[src/rtl/game_pkg.sv]
`default_nettype none
// ============================================================================
//  Module      : game_pkg
//  Description : Shared defaults and helpers for the game timer / lives block.
//  Revision    : 1.0  initial release
// ============================================================================
package game_pkg;

    // Default timeout length in seconds.
    localparam int SECONDS_DEF    = 4;
    // Default value loaded into the lives counter.
    localparam int LIVES_INIT_DEF = 3;
    // Default width of the lives counter.
    localparam int LIVES_W_DEF    = 2;

    // Width needed for a counter that must be able to hold the value secs.
    function automatic int sec_width(input int secs);
        return (secs < 1) ? 1 : $clog2(secs + 1);
    endfunction

    // Seconds-counter width for the default timeout length.
    localparam int SEC_W = sec_width(SECONDS_DEF);

endpackage : game_pkg
`default_nettype wire

[src/rtl/sec_prescaler.sv]
`default_nettype none
// ============================================================================
//  Module      : sec_prescaler
//  Description : Divides clk by N; emits a one-cycle tick on the wrap cycle.
//                Optional build macro TIMER_PAUSE_EN adds a pause input that
//                freezes the count (clr still wins over pause).
//  Revision    : 1.0  initial release
// ============================================================================
module sec_prescaler #(
    parameter int N = 50_000_000
) (
    input  logic clk,
    input  logic rst_n,
    input  logic clr,
`ifdef TIMER_PAUSE_EN
    input  logic pause,
`endif
    output logic tick
);

    localparam int                 c_cnt_w = (N > 1) ? $clog2(N) : 1;
    localparam logic [c_cnt_w-1:0] c_last  = c_cnt_w'(N - 1);

    logic [c_cnt_w-1:0] cnt_q;
    logic [c_cnt_w-1:0] cnt_d;
    logic               w_run;

`ifdef TIMER_PAUSE_EN
    assign w_run = ~pause;
`else
    assign w_run = 1'b1;
`endif

    // Next count: clear has priority, otherwise advance and wrap at N-1.
    always_comb begin
        cnt_d = cnt_q;
        tick  = 1'b0;
        if (clr) begin
            cnt_d = '0;
        end else if (w_run) begin
            if (cnt_q == c_last) begin
                cnt_d = '0;
                tick  = 1'b1;
            end else begin
                cnt_d = cnt_q + c_cnt_w'(1);
            end
        end
    end

    // Count register.
    always_ff @(posedge clk or negedge rst_n) begin
        if (!rst_n) begin
            cnt_q <= '0;
        end else begin
            cnt_q <= cnt_d;
        end
    end

endmodule : sec_prescaler
`default_nettype wire

[src/rtl/game_timer_lives.sv]
`default_nettype none
// ============================================================================
//  Module      : game_timer_lives
//  Description : Timeout timer (foursec) and lives counter serving a game FSM.
//                Build macro TIMER_PAUSE_EN adds a pause input for the timer.
//  Revision    : 1.0  initial release
// ============================================================================
module game_timer_lives
    import game_pkg::*;
#(
    parameter int TICKS_PER_SEC = 50_000_000,
    parameter int SECONDS       = SECONDS_DEF,
    parameter int LIVES_INIT    = LIVES_INIT_DEF,
    parameter int LIVES_W       = LIVES_W_DEF
) (
    input  logic               clk,
    input  logic               rst_n,
    input  logic               resettimer,
    input  logic               loadlives,
    input  logic               decrementlives,
`ifdef TIMER_PAUSE_EN
    input  logic               pause,
`endif
    output logic               foursec,
    output logic               nolives,
    output logic [LIVES_W-1:0] lives
);

    localparam int                 c_sec_w      = sec_width(SECONDS);
    localparam logic [c_sec_w-1:0] c_sec_max    = c_sec_w'(SECONDS);
    localparam logic [LIVES_W-1:0] c_lives_init = LIVES_W'(LIVES_INIT);

    logic               w_tick;
    logic [c_sec_w-1:0] sec_q;
    logic [c_sec_w-1:0] sec_d;
    logic               foursec_q;
    logic               foursec_d;
    logic [LIVES_W-1:0] lives_q;
    logic [LIVES_W-1:0] lives_d;
    logic               dec_q;
    logic               w_dec_edge;

    // ------------------------------------------------------------------
    // Timer
    // ------------------------------------------------------------------
    sec_prescaler #(
        .N     (TICKS_PER_SEC)
    ) u_prescaler (
        .clk   (clk),
        .rst_n (rst_n),
        .clr   (resettimer),
`ifdef TIMER_PAUSE_EN
        .pause (pause),
`endif
        .tick  (w_tick)
    );

    // Seconds count saturates at SECONDS; resettimer beats a same-cycle tick.
    // foursec is registered from the next count so it tracks it exactly.
    always_comb begin
        sec_d = sec_q;
        if (resettimer) begin
            sec_d = '0;
        end else if (w_tick && (sec_q != c_sec_max)) begin
            sec_d = sec_q + c_sec_w'(1);
        end
        foursec_d = (sec_d == c_sec_max);
    end

    // Seconds counter and timeout flag registers.
    always_ff @(posedge clk or negedge rst_n) begin
        if (!rst_n) begin
            sec_q     <= '0;
            foursec_q <= 1'b0;
        end else begin
            sec_q     <= sec_d;
            foursec_q <= foursec_d;
        end
    end

    // ------------------------------------------------------------------
    // Lives
    // ------------------------------------------------------------------
    assign w_dec_edge = decrementlives & ~dec_q;

    // Load wins over a decrement edge; decrement saturates at zero.
    always_comb begin
        lives_d = lives_q;
        if (loadlives) begin
            lives_d = c_lives_init;
        end else if (w_dec_edge && (lives_q != '0)) begin
            lives_d = lives_q - LIVES_W'(1);
        end
    end

    // Lives register and decrement edge-detect history.
    always_ff @(posedge clk or negedge rst_n) begin
        if (!rst_n) begin
            lives_q <= '0;
            dec_q   <= 1'b0;
        end else begin
            lives_q <= lives_d;
            dec_q   <= decrementlives;
        end
    end

    assign foursec = foursec_q;
    assign lives   = lives_q;
    assign nolives = (lives_q == '0);

endmodule : game_timer_lives
`default_nettype wire

[config.mk]
export PLATFORM = sky130hd
export DESIGN_NAME = game_timer_lives
export DESIGN_NICKNAME = d
export VERILOG_FILES = /design/src/rtl/game_pkg.sv /design/src/rtl/sec_prescaler.sv /design/src/rtl/game_timer_lives.sv
export SDC_FILE = /design/constraint.sdc
export NUM_CORES = 1
export LEC_CHECK = 0
export BUFFER_PORTS_ARGS = -buffer_cell sky130_fd_sc_hd__buf_2
export CORE_UTILIZATION = 47
export CTS_CLUSTER_DIAMETER = 60
export DETAILED_ROUTE_END_ITERATION = 12
export PLACE_DENSITY = 0.61
export SETUP_SLACK_MARGIN = 0.5
export SYNTH_ARGS = -nofsm -noshare
export SYNTH_HDL_FRONTEND = slang
export SYNTH_SLANG_ARGS = --single-unit
[constraint.sdc]
create_clock -name clk -period 3.6 [get_ports clk]
set_input_delay 0.36 -clock clk [delete_from_list [all_inputs] [get_ports clk]]
set_output_delay 0.36 -clock clk [all_outputs]
set_load 0.01 [all_outputs]
==> impl_summary.md <==
Cells and area
For this run, the post-layout net count is 194. The count of inserted antenna diode cells is 0. Cells fill a little over half of the core in the end.

The finished layout cell area is 0.001873 mm2. Compared with the post-synthesis result, the final layout area differs by 8.557%. The fraction of final layout cells with drive strength greater than 1 is a little over an eighth.

Power
The internal power summed over all cells is 0.5515 mW. The worst-case IR drop observed on VDD is around 0.00023 V. The share of total power dissipated in sequential elements is 54.1%. The share of total power consumed by net switching is 21.50%. The relative contribution of the clock network to total power is slightly above 40%. Per report_power, the combinational group accounts for 4.4% of the total. The overall power of the completed layout is 0.7025 mW. The net load switching power is 0.1510 mW. The analysis attributes to cell leakage a power of between 0.7 and 0.8 nW.

For this design the ratio of total power to cell area is about 380 mW/mm2.

STA
The number of setup violations in the final report is 0. The number of pins with negative max-slew slack in the final report is 0. For this run, the top clock speed supported by timing is around 470 MHz. The share of the clock period used by the worst path is 59.30%. The summed negative setup slack over all endpoints is 0 ns. Across the routed clock network, the largest skew measured is 0.01381 ns. The worst path meets setup with 1.465 ns of slack. The final hold violation count was 0. The transition time at the pin with the least slew margin is 0.7367 ns. Setup repair after global routing left no endpoint under its margin. The relative max-transition margin is 50.88%. Subtracting the final worst setup slack from the clock period gives 2.135 ns.

Detailed routing
The detail route stage leaves a number of antenna-violating nets equal to 0. After detailed routing, the number of remaining DRC violations is 0. The via count of the routed design is 1365. The average wire per standard cell is 14.13 um.

The mean number of vias per cell is 5.884. The routed design has about 3.3 mm of wire. In this run, the number of DRC markers left after iteration 0 of detailed routing was 71. The first detailed-routing pass took 5 iterations.

Worst setup path
For the worst setup path, the data arrival time is 2.40 ns. Along the worst path, the maximum fanout reaches 13. The startpoint of the lowest-slack register-to-register path is u_prescaler.cnt_q[0]. Data on the critical path is required at its endpoint by 3.87 ns. The critical path in this run is classified as reg -> reg. The worst setup path startpoint is u_prescaler.cnt_q[0].

STA classifies the critical path endpoint as a flop. The worst setup path is launched from a flop.

Synth
The share of flip-flops with an asynchronous set or reset is 100.0%. The cell area after synthesis is 0.001725 mm2. In this run the biggest area consumer among cell types represents 47.86% of the synthesized area.

For this run, the leading register cell type out of synthesis is sky130_fd_sc_hd__dfrtp_1. After synthesis, the cell types taking the most area are sky130_fd_sc_hd__dfrtp_1 (48%), sky130_fd_sc_hd__nor2_1 (4.6%), sky130_fd_sc_hd__a21oi_1 (4.1%). Counting flops with a built-in enable in the synthesized netlist gives 0. Synthesis instantiated 36 different standard cells from the library.

The net count after synthesis is 186. The count of warnings emitted by yosys is 0. The largest total area in the synthesized netlist belongs to sky130_fd_sc_hd__dfrtp_1. The average footprint of a synthesized cell is approximately 9.7 um2. sky130_fd_sc_hd__dfrtp_1 is the most common cell in the netlist. After technology mapping, the gate count stands at 177.

For this run, the register share of the synthesized area comes to 47.86%. After synthesis the netlist holds a flip-flop and latch count of 33. The commonest cells after synthesis are sky130_fd_sc_hd__dfrtp_1 (33), sky130_fd_sc_hd__nor2_1 (21), sky130_fd_sc_hd__a21oi_1 (14).

Clocking
The number of hold buffers added after CTS was 0. The number of setup buffers added after CTS is 0. The number of H-tree levels is 2. The clock-pin slew on the worst setup and hold paths is 0.10 ns. The deepest clock path buffer count is 2. The latest clock arrival within the worst-skew pair is 0.34 ns. The CTS tree is built.

Clock tree synthesis selected as its root buffer the cell sky130_fd_sc_hd__clkbuf_4. The total clock sinks is 33. The number of buffers created by CTS is 5. Gates resized during post-CTS repair numbered 0.

Floorplanning
The die boundary height is 62.59 um. The die width is 62.59 um. For this configuration, the core starts out at a cell density of about half.

The cell row count is 21. The core outline area is about 0.0034 mm2. The die covers 0.003918 mm2. The I/O pin count is 9.

Min path
The class of the worst hold path is in -> async.

Job
The count of max-cap constraint violations is 0.

Place
In this run the tool buffered the top-level ports with 8 buffer cells. The cell area after placement is 0.001788 mm2. The final weighted congestion in routability-driven placement is 0.7857.

Prior to clock tree synthesis, the placed netlist has a worst setup slack of 1.494 ns. The estimated wirelength of the detail-placed design is about 2.2 mm.

Global route
The global-route total usage across every layer is 18.22%. The number of antenna violations at the first check in global routing is 0. The first-pass GRT wire length is 5.533 mm.

Global routing finished with a remaining overflow of 0. The number of global-route vias before repair is 1265. The largest net degree at the start of global routing is 34.

Run status
The run finished with clean final reports.
-- flip-flops by register name, summed over array words and instances, names as in the netlist --
name,cells
foursec,1
lives,2
sec_q,3
u_prescaler.cnt_q,26
dec_q,1
-- layer usage --
metal	vias to the layer above	GRT usage [%]	wire, um
li1	666	-	-
met1	661	22.20	1505
met2	32	30.16	1557
met3	6	4.927	152
met4	0	7.849	63
met5	-	0	0
-- area by class of cell --
class                      instances  area (um2)
clock buffer                       7       55.05
clock inverter                     1       30.03
fill                             322        1543
inverter                           8       30.03
multi-input combinational        129       834.6
sequential                        33       825.8
tap                               46       57.56
timing repair buffer               8       40.04
-- critical path, stage by stage (launching register included) --
cell and delay [ns]:
sky130_fd_sc_hd__dfrtp_1 0.40, sky130_fd_sc_hd__ha_1 0.26, sky130_fd_sc_hd__and3_2 0.24, sky130_fd_sc_hd__nand4_1 0.39, sky130_fd_sc_hd__or4_1 0.63, sky130_fd_sc_hd__a21oi_1 0.15
-- power by group through the flow --
stage | registers, mW | logic (mW) | clock network [mW]
global route | 0.381 | 0.0367 | 0.313
floorplan | 0.388 | 0.0157 | 0
CTS | 0.380 | 0.0319 | 0.301
global placement | 0.387 | 0.0309 | 0
detailed placement | 0.387 | 0.0319 | 0
finish | 0.380 | 0.0311 | 0.292
-- cell families (layout without fill, tap and decap cells) --
group	after synthesis	in the layout	synth area share, %
DFF	33	33	47.86
and+or+nand+nor	78	78	26.18
buffers and inverters	15	24	3.771
muxes	1	1	0.6526
adders and majority gates	4	4	2.901
xor gates and xnor gates	13	13	6.599
AOI/OAI and AO/OA	33	33	12.04
-- cell usage in the layout (no fill, tap or decap), types with 2 or more instances in the layout --
master,synthesis,layout
sky130_fd_sc_hd__inv_1,8,8
sky130_fd_sc_hd__or3_1,4,4
sky130_fd_sc_hd__o21ai_0,4,4
sky130_fd_sc_hd__nor3_1,3,3
sky130_fd_sc_hd__nand3_1,12,12
sky130_fd_sc_hd__dfrtp_1,33,33
sky130_fd_sc_hd__nor2_1,21,21
sky130_fd_sc_hd__xor2_1,5,5
sky130_fd_sc_hd__and3_1,2,2
sky130_fd_sc_hd__nand2_1,6,6
sky130_fd_sc_hd__a21oi_1,14,14
sky130_fd_sc_hd__o31ai_1,9,9
sky130_fd_sc_hd__nor4bb_1,2,2
sky130_fd_sc_hd__and4_1,3,3
sky130_fd_sc_hd__and3_2,2,2
sky130_fd_sc_hd__or4_1,9,9
sky130_fd_sc_hd__a31o_2,2,2
sky130_fd_sc_hd__ha_1,4,4
sky130_fd_sc_hd__buf_2,0,8
sky130_fd_sc_hd__nand4_1,6,6
sky130_fd_sc_hd__clkbuf_4,0,5
sky130_fd_sc_hd__xnor2_1,8,8
-- worst paths after layout --
| kind | to | slack [ns] | cells after the start |
|---|---|---|---|
| max in group asynchronous | u_prescaler.cnt_q[9] | 3.05 | 1 |
| max | u_prescaler.cnt_q[24] | 1.47 | 5 |
| min | u_prescaler.cnt_q[19] | 0.07 | 1 |
| min in group clk | dec_q | 0.13 | 1 |
| min reg2reg | u_prescaler.cnt_q[0] | 0.50 | 1 |
| max reg2reg | u_prescaler.cnt_q[24] | 1.47 | 5 |
-- stage by stage --
step	instances	hold WS, ns
floorplan	177	0.06441
global placement	224	0.4530
detailed placement	224	0.4671
CTS	232	0.07981
global route	232	0.1089
finish	232	0.06919
Power figures use the tool's default switching activity.
